[config.mk]
export PLATFORM = sky130hd
export DESIGN_NAME = order_book_scheduler
export DESIGN_NICKNAME = d
export VERILOG_FILES = /design/src/rtl/hft_pkg.sv /design/src/rtl/sync_fifo.sv /design/src/rtl/order_book_scheduler.sv
export SDC_FILE = /design/constraint.sdc
export NUM_CORES = 1
export LEC_CHECK = 0
export BUFFER_PORTS_ARGS = -buffer_cell sky130_fd_sc_hd__buf_4
export CORE_ASPECT_RATIO = 0.5
export CORE_UTILIZATION = 45
export CTS_CLUSTER_SIZE = 10
export DETAILED_ROUTE_END_ITERATION = 8
export PLACE_DENSITY = 0.75
export SKIP_CTS_REPAIR_TIMING = 1
export SLEW_MARGIN = 20
export SYNTH_ARGS = -nofsm -noshare
export SYNTH_HDL_FRONTEND = slang
export SYNTH_SLANG_ARGS = --single-unit
[constraint.sdc]
create_clock -name i_clk -period 14.5 [get_ports i_clk]
set_clock_uncertainty 0.2 [all_clocks]
set_input_delay 1.45 -clock i_clk [delete_from_list [all_inputs] [get_ports i_clk]]
set_output_delay 1.45 -clock i_clk [all_outputs]
set_load 0.02 [all_outputs]
[src/rtl/hft_pkg.sv]
// Shared order-book types: order message layout, order types and scheduler enums.
// Also used by the order book itself, so field layout changes ripple there too.
package hft_pkg;

  localparam int PRICE_W = 32;
  localparam int QTY_W   = 16;
  localparam int ID_W    = 32;
  localparam int STOCK_W = 2;

  typedef enum logic [1:0] {
    ADD     = 2'd0,
    CANCEL  = 2'd1,
    EXECUTE = 2'd2
  } order_t;

  localparam logic [1:0] ORDER_INVALID = 2'd3;

  typedef struct packed {
    logic [STOCK_W-1:0] stock_id;
    order_t             order_type;
    logic [QTY_W-1:0]   quantity;
    logic [PRICE_W-1:0] price;
    logic [ID_W-1:0]    order_id;
  } order_msg_t;

  typedef enum logic [1:0] {
    ST_IDLE  = 2'd0,
    ST_ISSUE = 2'd1,
    ST_WAIT  = 2'd2,
    ST_GRANT = 2'd3
  } sched_state_t;

  typedef enum logic {
    SERVE_CMD  = 1'b0,
    SERVE_READ = 1'b1
  } serve_t;

  function automatic logic [7:0] sat_inc8(input logic [7:0] v);
    return (v == 8'hFF) ? v : v + 8'd1;
  endfunction

endpackage

[src/rtl/sync_fifo.sv]
// Single-clock FIFO with first-word-fall-through head; pushes when full and
// pops when empty are ignored.
module sync_fifo #(
  parameter int WIDTH = 8,
  parameter int DEPTH = 4,
  localparam int AW   = $clog2(DEPTH)
) (
  input  logic             i_clk,
  input  logic             i_reset_n,
  input  logic             i_push,
  input  logic [WIDTH-1:0] i_data,
  input  logic             i_pop,
  output logic [WIDTH-1:0] o_data,
  output logic             o_full,
  output logic             o_empty,
  output logic [AW:0]      o_count
);

  logic [WIDTH-1:0] mem_q [DEPTH];
  logic [AW-1:0]    wr_ptr_q, wr_ptr_d;
  logic [AW-1:0]    rd_ptr_q, rd_ptr_d;
  logic [AW:0]      count_q, count_d;
  logic             do_push, do_pop;

  assign o_full  = (count_q == (AW+1)'(DEPTH));
  assign o_empty = (count_q == '0);
  assign o_count = count_q;
  assign o_data  = mem_q[rd_ptr_q];

  assign do_push = i_push && !o_full;
  assign do_pop  = i_pop && !o_empty;

  always_comb begin
    wr_ptr_d = wr_ptr_q + AW'(do_push);
    rd_ptr_d = rd_ptr_q + AW'(do_pop);
    count_d  = count_q + (AW+1)'(do_push) - (AW+1)'(do_pop);
  end

  always_ff @(posedge i_clk or negedge i_reset_n) begin
    if (!i_reset_n) begin
      wr_ptr_q <= '0;
      rd_ptr_q <= '0;
      count_q  <= '0;
    end else begin
      wr_ptr_q <= wr_ptr_d;
      rd_ptr_q <= rd_ptr_d;
      count_q  <= count_d;
    end
  end

  // Storage carries no reset; validity is tracked by the pointers alone.
  always_ff @(posedge i_clk) begin
    if (do_push) mem_q[wr_ptr_q] <= i_data;
  end

endmodule

[src/rtl/order_book_scheduler.sv]
// Sequences feed commands into the order book and round-robin read grants,
// alternating fairly between the two whenever both are pending.
module order_book_scheduler
  import hft_pkg::*;
#(
  parameter int NUM_STOCKS = 4,
  parameter int FIFO_DEPTH = 4,
  parameter int TIMEOUT    = 64
) (
  input  logic                  i_clk,
  input  logic                  i_reset_n,
  input  logic                  i_msg_valid,
  output logic                  o_msg_ready,
  input  logic [STOCK_W-1:0]    i_stock_id,
  input  logic [1:0]            i_order_type,
  input  logic [QTY_W-1:0]      i_quantity,
  input  logic [PRICE_W-1:0]    i_price,
  input  logic [ID_W-1:0]       i_order_id,
  output logic                  o_bk_valid,
  output logic [STOCK_W-1:0]    o_bk_stock_id,
  output logic [1:0]            o_bk_order_type,
  output logic [QTY_W-1:0]      o_bk_quantity,
  output logic [PRICE_W-1:0]    o_bk_price,
  output logic [ID_W-1:0]       o_bk_order_id,
  input  logic                  i_bk_busy,
  input  logic                  i_bk_data_valid,
  input  logic [NUM_STOCKS-1:0] i_rd_req,
  output logic [NUM_STOCKS-1:0] o_rd_grant,
  output logic                  o_idle,
  output logic [7:0]            o_drop_count,
  output logic                  o_error
);

  localparam int PTR_W = (NUM_STOCKS > 1) ? $clog2(NUM_STOCKS) : 1;
  localparam int TMR_W = $clog2(TIMEOUT);
  localparam int CNT_W = $clog2(FIFO_DEPTH) + 1;
  localparam int MSG_W = $bits(order_msg_t);

  sched_state_t          state_q, state_d;
  serve_t                last_q, last_d;
  logic [PTR_W-1:0]      rr_q, rr_d;
  logic [TMR_W-1:0]      timer_q, timer_d;
  logic                  bk_valid_q, bk_valid_d;
  order_msg_t            bk_msg_q, bk_msg_d;
  logic [NUM_STOCKS-1:0] grant_q, grant_d;
  logic [7:0]            drop_q, drop_d;
  logic                  error_q, error_d;
  logic                  idle_q, idle_d;

  order_msg_t            in_msg, fifo_head;
  logic [MSG_W-1:0]      fifo_head_raw;
  logic                  fifo_full, fifo_empty;
  logic [CNT_W-1:0]      fifo_count, fifo_count_next;
  logic                  accept, push, pop, drop;
  logic                  any_req, issue_go, grant_go, timeout_hit;
  logic [NUM_STOCKS-1:0] grant_vec;
  logic [PTR_W-1:0]      grant_idx, rr_next;

  assign o_msg_ready = i_reset_n && !fifo_full;
  assign accept      = i_msg_valid && o_msg_ready;
  assign drop        = accept && (i_order_type == ORDER_INVALID);
  assign push        = accept && (i_order_type != ORDER_INVALID);
  assign in_msg      = '{i_stock_id, order_t'(i_order_type), i_quantity, i_price, i_order_id};
  assign fifo_head   = order_msg_t'(fifo_head_raw);
  assign any_req     = |i_rd_req;

  sync_fifo #(
    .WIDTH (MSG_W),
    .DEPTH (FIFO_DEPTH)
  ) u_fifo (
    .i_clk     (i_clk),
    .i_reset_n (i_reset_n),
    .i_push    (push),
    .i_data    (in_msg),
    .i_pop     (pop),
    .o_data    (fifo_head_raw),
    .o_full    (fifo_full),
    .o_empty   (fifo_empty),
    .o_count   (fifo_count)
  );

  // Round-robin pick: first live request at or after rr_q, wrapping.
  always_comb begin
    logic             found;
    logic [PTR_W-1:0] idx;
    grant_vec = '0;
    grant_idx = '0;
    found     = 1'b0;
    idx       = '0;
    for (int i = 0; i < NUM_STOCKS; i++) begin
      idx = PTR_W'((int'(rr_q) + i) % NUM_STOCKS);
      if (!found && i_rd_req[idx]) begin
        found          = 1'b1;
        grant_vec[idx] = 1'b1;
        grant_idx      = idx;
      end
    end
    rr_next = PTR_W'((int'(grant_idx) + 1) % NUM_STOCKS);
  end

  assign timeout_hit = (state_q == ST_WAIT) && !i_bk_data_valid &&
                       (timer_q == TMR_W'(TIMEOUT - 1));

  always_comb begin
    state_d = state_q;
    case (state_q)
      ST_IDLE: begin
        if (!i_bk_busy) begin
          if (!fifo_empty && (!any_req || last_q == SERVE_READ)) state_d = ST_ISSUE;
          else if (any_req)                                    state_d = ST_GRANT;
        end
      end
      ST_ISSUE: state_d = ST_WAIT;
      ST_WAIT:  if (i_bk_data_valid || timeout_hit) state_d = ST_IDLE;
      ST_GRANT: state_d = ST_IDLE;
      default:  state_d = ST_IDLE;
    endcase
  end

  // Command and grant registers load on the decision edge so they are
  // visible during the ISSUE / GRANT cycle itself.
  always_comb begin
    issue_go        = (state_q == ST_IDLE) && (state_d == ST_ISSUE);
    grant_go        = (state_q == ST_IDLE) && (state_d == ST_GRANT);
    pop             = issue_go;
    bk_valid_d      = issue_go;
    bk_msg_d        = issue_go ? fifo_head : bk_msg_q;
    grant_d         = grant_go ? grant_vec : '0;
    rr_d            = grant_go ? rr_next : rr_q;
    last_d          = issue_go ? SERVE_CMD : (grant_go ? SERVE_READ : last_q);
    timer_d         = timer_q;
    if (state_q == ST_ISSUE)     timer_d = '0;
    else if (state_q == ST_WAIT) timer_d = timer_q + TMR_W'(1);
    error_d         = error_q | timeout_hit;
    drop_d          = drop ? sat_inc8(drop_q) : drop_q;
    fifo_count_next = fifo_count + CNT_W'(push) - CNT_W'(pop);
    idle_d          = (state_d == ST_IDLE) && (fifo_count_next == '0);
  end

  always_ff @(posedge i_clk or negedge i_reset_n) begin
    if (!i_reset_n) state_q <= ST_IDLE;
    else            state_q <= state_d;
  end

  always_ff @(posedge i_clk or negedge i_reset_n) begin
    if (!i_reset_n) begin
      last_q     <= SERVE_READ;
      rr_q       <= '0;
      timer_q    <= '0;
      bk_valid_q <= 1'b0;
      bk_msg_q   <= '0;
      grant_q    <= '0;
      drop_q     <= '0;
      error_q    <= 1'b0;
      idle_q     <= 1'b1;
    end else begin
      last_q     <= last_d;
      rr_q       <= rr_d;
      timer_q    <= timer_d;
      bk_valid_q <= bk_valid_d;
      bk_msg_q   <= bk_msg_d;
      grant_q    <= grant_d;
      drop_q     <= drop_d;
      error_q    <= error_d;
      idle_q     <= idle_d;
    end
  end

  assign o_bk_valid      = bk_valid_q;
  assign o_bk_stock_id   = bk_msg_q.stock_id;
  assign o_bk_order_type = bk_msg_q.order_type;
  assign o_bk_quantity   = bk_msg_q.quantity;
  assign o_bk_price      = bk_msg_q.price;
  assign o_bk_order_id   = bk_msg_q.order_id;
  assign o_rd_grant      = grant_q;
  assign o_idle          = idle_q;
  assign o_drop_count    = drop_q;
  assign o_error         = error_q;

endmodule

==> results.cfg, run 1 <==
[logic_synthesis]
synth_area_per_cell_um2 = 21.1
synth_area_um2 = 17400
synth_cell_types = 57
yosys_warnings = 0
async_flop_share_pct = 25.8
synthCells = 821
syn_nets = 931
synth_flop_cell = edfxtp_1
synth_edf_count = 336
ys_ff_latch = 453
ys_seq_area_share_pct = 75.0

[grt]
grt_pass1_vias = 9076
grt_max_degree = 71
grt_first_pass_wirelength_um = 52600
grt_use_total_pct = 17.6
antenna_found_initial = 3
grt_overflow = 0

[sta]
relSlewSlack_pct = 28.1
rsz0062_at_grt = false
period_minus_slack_ns = 4.73
period_share_pct = 32.6
fmaxAchievable_mhz = 212
drv_slew = 0
finalSetupViolCount = 0
worst_pin_slew_ns = 1.08
setup_ws_ns = 9.77
holdWs_ns = 0.274
finalHoldViolCount = 0
setup-tns-final_ns = 0

[die]
die_w_um = 280
die_y_um = 141
dieArea_um2 = 39400
fp-row-count = 50
core-area_um2 = 37700
start_util_pct = 46.1
pin_count = 193

[layout]
layout_commonest_cell = edfxtp_1
register_area_um2 = 13000
layout_common_cells = 336 x edfxtp_1, 202 x buf_4, 113 x dfrtp_1
multiInputGateArea_um2 = 4050
final_nets = 1150
n_fill_cell = 2814
drive_gt1_share_pct = 41.4
area_delta_synth_final_pct = 19.7

[detailed_routing]
drc = 0
wl_per_cell_um = 21.4
routed_wl_um = 34300
via_per_inst = 5.34
drtPass1Iterations = 5
wl_met3_um = 1300
num_vias = 8554
ant_nets = 0
top_layer_used = met4
dr_wl_met2_um = 18400
wl_met1_um = 13300
drt_iter0_markers = 571

[worst_setup_path]
r2r_start = state_q[0]$_DFF_PN0_
critPathRequiredTime_ns = 14.47
setup.worst_path.end_class = flip-flop
cp-start-kind = input pin
cp_max_fo = 67
worstPathArrival_ns = 4.70
cp-endpoint = u_fifo.mem_q[2][55]$_DFFE_PP_
r2r-end = o_idle$_DFF_PN1_
ff2ff_setup_slack_ns = 10.75
startpoint = i_reset_n
critPathKind = input pin to flip-flop
ff2ff_path_depth = 12

[place]
hpwlAfterDp_um = 19900
io_buffers = 192
post-place-ws_ns = 9.16
gp_congestion = 0.733

[clock_network]
numCtsBuffers = 51
clkTransAtPathRegs_ns = 0.05
clock-root-buffer = clkbuf_16
clockBufferDepth = 3
htreeDepth = 2
clock-sinks = 453
cts_tree = built
insertion_delay_ns = 0.56

[power_and_ir_drop]
pwr-share-seq_pct = 42.8
ir_drop_v = 0.000117
sw_frac_of_total_pct = 30.4
switchingPower_w = 0.00130
intPower_w = 0.00297
power_frac_comb_pct = 30.7
power.static_leakage_nw = 7.52
clock_power_share_pct = 26.4
p_per_area_nw_per_um2 = 206

[flow_run]
max_cap_violations = 0

[worst_hold_path]
min-delay-start = o_error$_DFF_PN0_
min_path_type = flip-flop to flip-flop

[run_status]
status = complete, no violations
[per-layer routing]
layer / up-vias / GRT usage, %
met5: - / 0
met1: 4544 / 21.1
met3: 70 / 3.20
li1: 3749 / -
met4: 0 / 7.59
met2: 191 / 31.3
[stage by stage]
stage / util (%) / cells / area (um^2) / total power (W)
floorplan: - / 821 / 17400 / 0.00274
global placement: 51.2 / 1507 / 19300 / 0.00313
detailed placement: 51.2 / 1507 / 19300 / 0.00318
CTS: 55.1 / 1599 / 20800 / 0.00432
global route: 55.1 / 1602 / 20800 / 0.00447
finish: 55.1 / 1602 / 20800 / 0.00427
[synth_stat cells, drive strengths merged (4+ instances only)]
cell type  instances  area share (%)
edfxtp           336              58
dfrtp            115              17
mux4              87              11
mux2              86             5.6
clkbuf            22            0.53
nand2             16            0.35
ha                15             1.1
buf               14            0.89
inv               14            0.30
a21oi             11            0.32
nor2               9            0.19
o21ai              8            0.25
xor2               7            0.35
mux2i              6            0.35
xnor2              6            0.30
and3               5            0.18
nand3              5            0.17
nor2b              5            0.19
nor3b              5            0.22
a222oi             4            0.23
nor3               4            0.12
nor4               4            0.23
[power groups by stage]
| stage | logic, W | registers, W | clock network (W) |
|---|---|---|---|
| after floorplan | 0.000818 | 0.00193 | 0 |
| after global placement | 0.00129 | 0.00184 | 0 |
| after detailed placement | 0.00132 | 0.00185 | 0 |
| after CTS | 0.00133 | 0.00184 | 0.00115 |
| after global routing | 0.00140 | 0.00186 | 0.00120 |
| final | 0.00131 | 0.00183 | 0.00113 |
[area by class of cell]
cell class              count  share of cell area [%]
clock inverters             3                   0.199
clock buffers              89                    6.83
diodes                      3                  0.0361
multi-input cells         318                    19.5
repair buffers            202                    7.30
inverters                  14                   0.253
flip-flops and latches    453                    62.7
well taps                 520                    3.13
[worst min path at each step]
stage                                        end  cells past startpoint
after CTS                      o_error$_DFF_PN0_                      1
after global placement         o_error$_DFF_PN0_                      1
final                          o_error$_DFF_PN0_                      1
after detailed placement       o_error$_DFF_PN0_                      1
after floorplan           timer_q[5]$_DFFE_PN0P_                      1
after global routing           o_error$_DFF_PN0_                      1
[state kept, by name, indices dropped and copies added (netlist names), 3 cells and up]
register / count
u_fifo.o_count: 3
o_bk_price: 32
u_fifo.mem_q: 336
o_bk_order_id: 32
o_drop_count: 8
o_bk_quantity: 16
o_rd_grant: 4
timer_q: 6
[worst max-delay path: stages]
cell and delay (ns):
buf_4 0.58, o311ai_0 0.46, a21oi_1 0.53, nand2_1 0.19, nor2_4 0.49, buf_4 0.90
[cell families after synthesis]
family / Yosys count / share of synthesized area [%]
AND/OR/NAND/NOR: 68 / 2.29
buffers and inverters: 50 / 1.73
XOR/XNOR: 13 / 0.656
AO/OA/AOI/OAI: 41 / 1.74
adder cells (fa/ha/maj): 17 / 1.31
multiplexers: 179 / 17.2
flip-flops: 453 / 75.0
Power figures use the tool's default switching activity.
==> run 2, diff against run 1 <==
--- a/config.mk
+++ b/config.mk
@@ -10,7 +10,7 @@
 export CORE_UTILIZATION = 45
 export CTS_CLUSTER_SIZE = 10
 export DETAILED_ROUTE_END_ITERATION = 8
-export PLACE_DENSITY = 0.75
+export PLACE_DENSITY = 0.77
 export SKIP_CTS_REPAIR_TIMING = 1
 export SLEW_MARGIN = 20
 export SYNTH_ARGS = -nofsm -noshare
==> constraint.sdc (replaced) <==
create_clock -name i_clk -period 4.22 [get_ports i_clk]
set_clock_uncertainty 0.2 [all_clocks]
set_input_delay 0.422 -clock i_clk [delete_from_list [all_inputs] [get_ports i_clk]]
set_output_delay 0.422 -clock i_clk [all_outputs]
set_load 0.02 [all_outputs]
==> results.cfg, run 2 (synthesized netlist as in run 1, its figures left out) <==
[layout]
largest_reg_flops = 336
drive_gt1_share_pct = 38.7
multiInputGateArea_um2 = 4060
final_nets = 1243
final_cells = 1697
n_fill_cell = 2649
register_area_um2 = 13000
final_cell_area_um2 = 21800
area_delta_synth_final_pct = 25.8
layout_commonest_cell = edfxtp_1
layout_common_cells = 336 x edfxtp_1, 204 x buf_4, 113 x dfrtp_1
largest_register = u_fifo.mem_q

[sta]
rsz0062_at_grt = false
setup_ws_ns = 0.766
period_minus_slack_ns = 3.45
drv_slew = 0
setup-tns-final_ns = 0
finalSetupViolCount = 0
relSlewSlack_pct = 39.3
worst_pin_slew_ns = 0.899
period_share_pct = 81.8
finalHoldViolCount = 0
fmaxAchievable_mhz = 290

[place]
io_buffers = 192
post-place-ws_ns = 0.686
placed_cells = 1513
place_area_um2 = 19400
hpwlAfterDp_um = 20600
gp_congestion = 0.769

[worst_setup_path]
critical-path-slowest-cell = or4_1
worstPathArrival_ns = 3.73
crit_top_cell = ha_1
critPathMaxStageDelay_ns = 0.51
cp-start-kind = flip-flop
critPathRequiredTime_ns = 4.50
critPathKind = flip-flop to flip-flop
cp_cell_sequence = inv_1 -> ha_1 -> or2b_2 -> o31ai_1 -> a211oi_4 -> ha_1 -> inv_1 -> ha_1 -> fa_1 -> or4_1 -> nor3_1
cp_max_fo = 5
setup.worst_path.end_class = flip-flop

[detailed_routing]
routed_wl_um = 35700
via_per_inst = 5.26
num_vias = 8926
ant_nets = 0
drtPass1Iterations = 5
wl_per_cell_um = 21.0
drt_iter0_markers = 646
drc = 0

[die]
start_util_pct = 46.1
fp-row-count = 50
dieArea_um2 = 39400
die_y_um = 141
die_w_um = 280
core-area_um2 = 37700
pin_count = 193

[flow_run]
max_cap_violations = 0

[run_status]
status = complete, no violations

[clock_network]
clockBufferDepth = 3
cts_tree = built
htreeDepth = 2
clock-root-buffer = clkbuf_16
clkTransAtPathRegs_ns = 0.06
insertion_delay_ns = 0.57
numCtsBuffers = 51
clock-sinks = 453

[grt]
grt_max_degree = 72
antenna_found_initial = 2
grt_pass1_vias = 9112
grt_use_total_pct = 17.6
grt_first_pass_wirelength_um = 52900
grt_overflow = 0

[worst_hold_path]
min_path_type = input pin to async pin

[power_and_ir_drop]
p_per_area_nw_per_um2 = 688
power_w = 0.0150
ir_drop_v = 0.000341
power.static_leakage_nw = 7.97
==> run 2: final cells by class <==
type	instances	share of cell area (%)
Timing Repair Buffer	295	11.5
Multi-Input combinational cell	318	18.6
Clock buffer	91	6.63
Sequential cell	453	59.7
Antenna cell	2	0.0229
Tap cell	520	2.98
Clock inverter	4	0.384
Inverter	14	0.241
==> run 2: worst paths after layout <==
check / startpoint / end / slack (ns) / depth (start not counted)
worst min-delay path: i_reset_n / o_rd_grant[3]$_DFF_PN0_ / 0.28 / 3
min in group i_clk: o_error$_DFF_PN0_ / o_error$_DFF_PN0_ / 0.29 / 1
worst max-delay path: state_q[0]$_DFF_PN0_ / o_idle$_DFF_PN1_ / 0.77 / 11
worst max register to register: state_q[0]$_DFF_PN0_ / o_idle$_DFF_PN1_ / 0.77 / 11
max in group asynchronous: i_reset_n / o_bk_price[22]$_DFFE_PN0N_ / 2.43 / 4
worst min register to register: o_error$_DFF_PN0_ / o_error$_DFF_PN0_ / 0.29 / 1
==> run 2: worst max-delay path, delay by kind of cell, from the launching register on <==
kind	cells	cell delay (ns)
adders and majority gates	4	1.13
buffers and inverters	2	0.16
DFF	1	0.42
and+or+nand+nor	3	0.99
AOI/OAI and AO/OA	2	0.46
==> run 2: power breakdown <==
part / total [W] / switching (W) / internal (W)
Clock: 0.00403 / 0.00166 / 0.00238
Sequential: 0.00626 / 0.000619 / 0.00564
Combinational: 0.00471 / 0.00232 / 0.00240
==> run 2: metrics by stage <==
stage          utilization (%)  hold slack (ns)
2_1_floorplan                -          -0.0736
3_3_place_gp              51.5            0.263
3_5_place_dp              51.5            0.286
4_1_cts                   55.6           -0.168
5_1_grt                   58.0            0.308
6_report                  58.0            0.279
==> run 2: per-layer routing <==
metal	part of all wire, %	global-route usage (%)	up-vias
li1	-	-	3933
met5	0	0	-
met4	2.7	5.78	0
met2	53	31.1	223
met1	39	21.8	4702
met3	4.4	3.76	68
==> run 3, diff against run 2 <==
--- a/config.mk
+++ b/config.mk
@@ -5,6 +5,7 @@
 export SDC_FILE = /design/constraint.sdc
 export NUM_CORES = 1
 export LEC_CHECK = 0
+export ABC_AREA = 1
 export BUFFER_PORTS_ARGS = -buffer_cell sky130_fd_sc_hd__buf_4
 export CORE_ASPECT_RATIO = 0.5
 export CORE_UTILIZATION = 45
==> constraint.sdc (replaced) <==
create_clock -name i_clk -period 3.15 [get_ports i_clk]
set_clock_uncertainty 0.2 [all_clocks]
set_input_delay 0.315 -clock i_clk [delete_from_list [all_inputs] [get_ports i_clk]]
set_output_delay 0.315 -clock i_clk [all_outputs]
set_load 0.02 [all_outputs]
==> results.cfg, run 3 <==
[grt]
antenna_found_initial = 1
grt_use_total_pct = 19.6
grt_pass1_vias = 11400
grt_first_pass_wirelength_um = 61000
grt_overflow = 0
grt_max_degree = 172

[worst_setup_path]
critical-path-slowest-cell = dfrtp_1
worstPathArrival_ns = 3.06
cp_cell_sequence = inv_2 -> nand3_2 -> nand3_2 -> nand3_1 -> inv_2 -> nor2_4 -> ha_1 -> inv_1 -> ha_1 -> fa_1 -> nor2_1 -> nand3_1 -> nor3_1
cp.buffers_inverters = 3
crit_family = simple AND/OR/NAND/NOR gates
cp-start-kind = flip-flop
critPathMaxStageDelay_ns = 0.42
setup.worst_path.end_class = flip-flop
critPathKind = flip-flop to flip-flop
cp_max_fo = 4
worstSetupPathDepth = 13
ff2ff_path_depth = 13
critPathRequiredTime_ns = 3.43

[layout]
n_fill_cell = 2847
multiInputGateArea_um2 = 4080
final_cell_area_um2 = 22100
largest_register = u_fifo.mem_q
final_cells = 2286
register_area_um2 = 13000
drive_gt1_share_pct = 17.5
final_nets = 1834
layout_commonest_cell = edfxtp_1
largest_reg_flops = 336
layout_common_cells = 336 x edfxtp_1, 317 x nand2_1, 207 x buf_4
area_delta_synth_final_pct = 25.5

[clock_network]
clockBufferDepth = 3
cts_tree = built
clkTransAtPathRegs_ns = 0.06
htreeDepth = 2
clock-root-buffer = clkbuf_16
clock-sinks = 453
numCtsBuffers = 51
insertion_delay_ns = 0.57

[place]
place_area_um2 = 19700
placed_cells = 2105
io_buffers = 192
gp_congestion = 0.793
hpwlAfterDp_um = 22300

[run_status]
status = complete, no violations

[detailed_routing]
wl_per_cell_um = 17.9
routed_wl_um = 40900
drc = 0
via_per_inst = 5.22
drtPass1Iterations = 6
ant_nets = 0
num_vias = 11900
drt_iter0_markers = 1123

[logic_synthesis]
synth_edf_count = 336
ys_seq_area_share_pct = 73.8
synthCells = 1442
yosys_warnings = 0
synth_area_per_cell_um2 = 12.2
synth.top_cell.area_share_pct = 57.2
synth.top_cells.by_count = 336 x edfxtp_1, 317 x nand2_1, 190 x nor2_1, 178 x o21ai_0, 115 x dfrtp_1
synth_area_um2 = 17600
ys_ff_latch = 453
yosys.area.top_type = edfxtp_1
syn_nets = 1552
netlist_top_cells_area = edfxtp_1 57%, dfrtp_1 16%, nand2_1 6.7%
yosysMostFrequentCell = edfxtp_1
synth_cell_types = 37
async_flop_share_pct = 25.8
synth_flop_cell = edfxtp_1

[worst_hold_path]
whs_path_depth = 6
min_path_type = input pin to flip-flop

[die]
pin_count = 193
die_y_um = 142
core-area_um2 = 38000
dieArea_um2 = 40000
fp-row-count = 50
start_util_pct = 46.5
die_w_um = 282

[sta]
period_minus_slack_ns = 2.78
rsz0062_at_grt = false
holdWs_ns = 0.00633
worst_pin_slew_ns = 1.06
period_share_pct = 88.4
drv_slew = 0
finalSetupViolCount = 0
relSlewSlack_pct = 29.2
finalHoldViolCount = 0
fmaxAchievable_mhz = 359

[power_and_ir_drop]
power.static_leakage_nw = 8.84
ir_drop_v = 0.000820
p_per_area_nw_per_um2 = 938

[flow_run]
max_cap_violations = 0
run 3: changes by cell type after synthesis, sizes merged, moves of 41 or more:
cell / delta
mux4: -87
inv: +41
o22ai: +83
nand2: +308
nor2: +183
o21ai: +171
mux2: -86
run 3: logic make-up after synthesis:
group                    after synthesis  synth area share, %
AND/OR/NAND/NOR                      551                 12.3
adder cells (fa/ha/maj)               17                 1.29
flip-flops                           453                 73.8
XOR/XNOR                              10                0.497
buffers and inverters                131                 3.38
AO/OA/AOI/OAI                        280                 8.73
run 3: layout make-up:
cell class                 instances  area share [%]
sequential                       453            58.9
multi-input combinational        858            18.4
timing repair buffer             304            11.9
clock buffer                      90            6.52
tap                              520            2.94
inverter                          56           0.984
clock inverter                     4           0.379
antenna                            1          0.0113
run 3: worst paths after layout:
path                                                from                             to  slack [ns]
setup reg to reg             u_fifo.o_count[1]$_DFF_PN0_               o_idle$_DFF_PN1_        0.37
max in group asynchronous                      i_reset_n   u_fifo.rd_ptr_q[0]$_DFF_PN0_        1.16
min in group asynchronous                      i_reset_n         timer_q[4]$_DFFE_PN0P_        0.29
hold reg to reg            o_bk_order_id[14]$_DFFE_PN0N_  o_bk_order_id[14]$_DFFE_PN0N_        0.27
setup / recovery             u_fifo.o_count[1]$_DFF_PN0_               o_idle$_DFF_PN1_        0.37
hold / removal                                 i_bk_busy           state_q[0]$_DFF_PN0_       0.006
run 3: per-stage QoR:
stage | setup slack, ns | total power (W) | setup TNS (ns) | utilization (%)
floorplan | -0.581 | 0.0128 | -183.91 | -
global placement | 0.432 | 0.0151 | 0 | 52.0
detailed placement | 0.335 | 0.0153 | 0 | 52.0
CTS | 0.348 | 0.0207 | 0 | 56.0
global route | 0.138 | 0.0219 | 0 | 58.3
finish | 0.366 | 0.0208 | 0 | 58.3
run 3: report_power, final:
group	switching, W	internal (W)
Sequential	0.000611	0.00753
Combinational	0.00475	0.00243
Clock	0.00226	0.00318
run 3: worst min-delay path: cells and delay by family:
family | cells | cell delay [ns]
buffers and inverters | 3 | 0.19
AND/OR/NAND/NOR | 3 | 0.21
run 3: per-layer routing:
layer | global-route usage [%] | vias up | share of wire (%)
met5 | 0 | - | 0
met4 | 7.32 | 0 | 2.4
met3 | 3.59 | 77 | 5.5
met2 | 34.8 | 394 | 53
met1 | 24.0 | 5876 | 39
li1 | - | 5596 | -
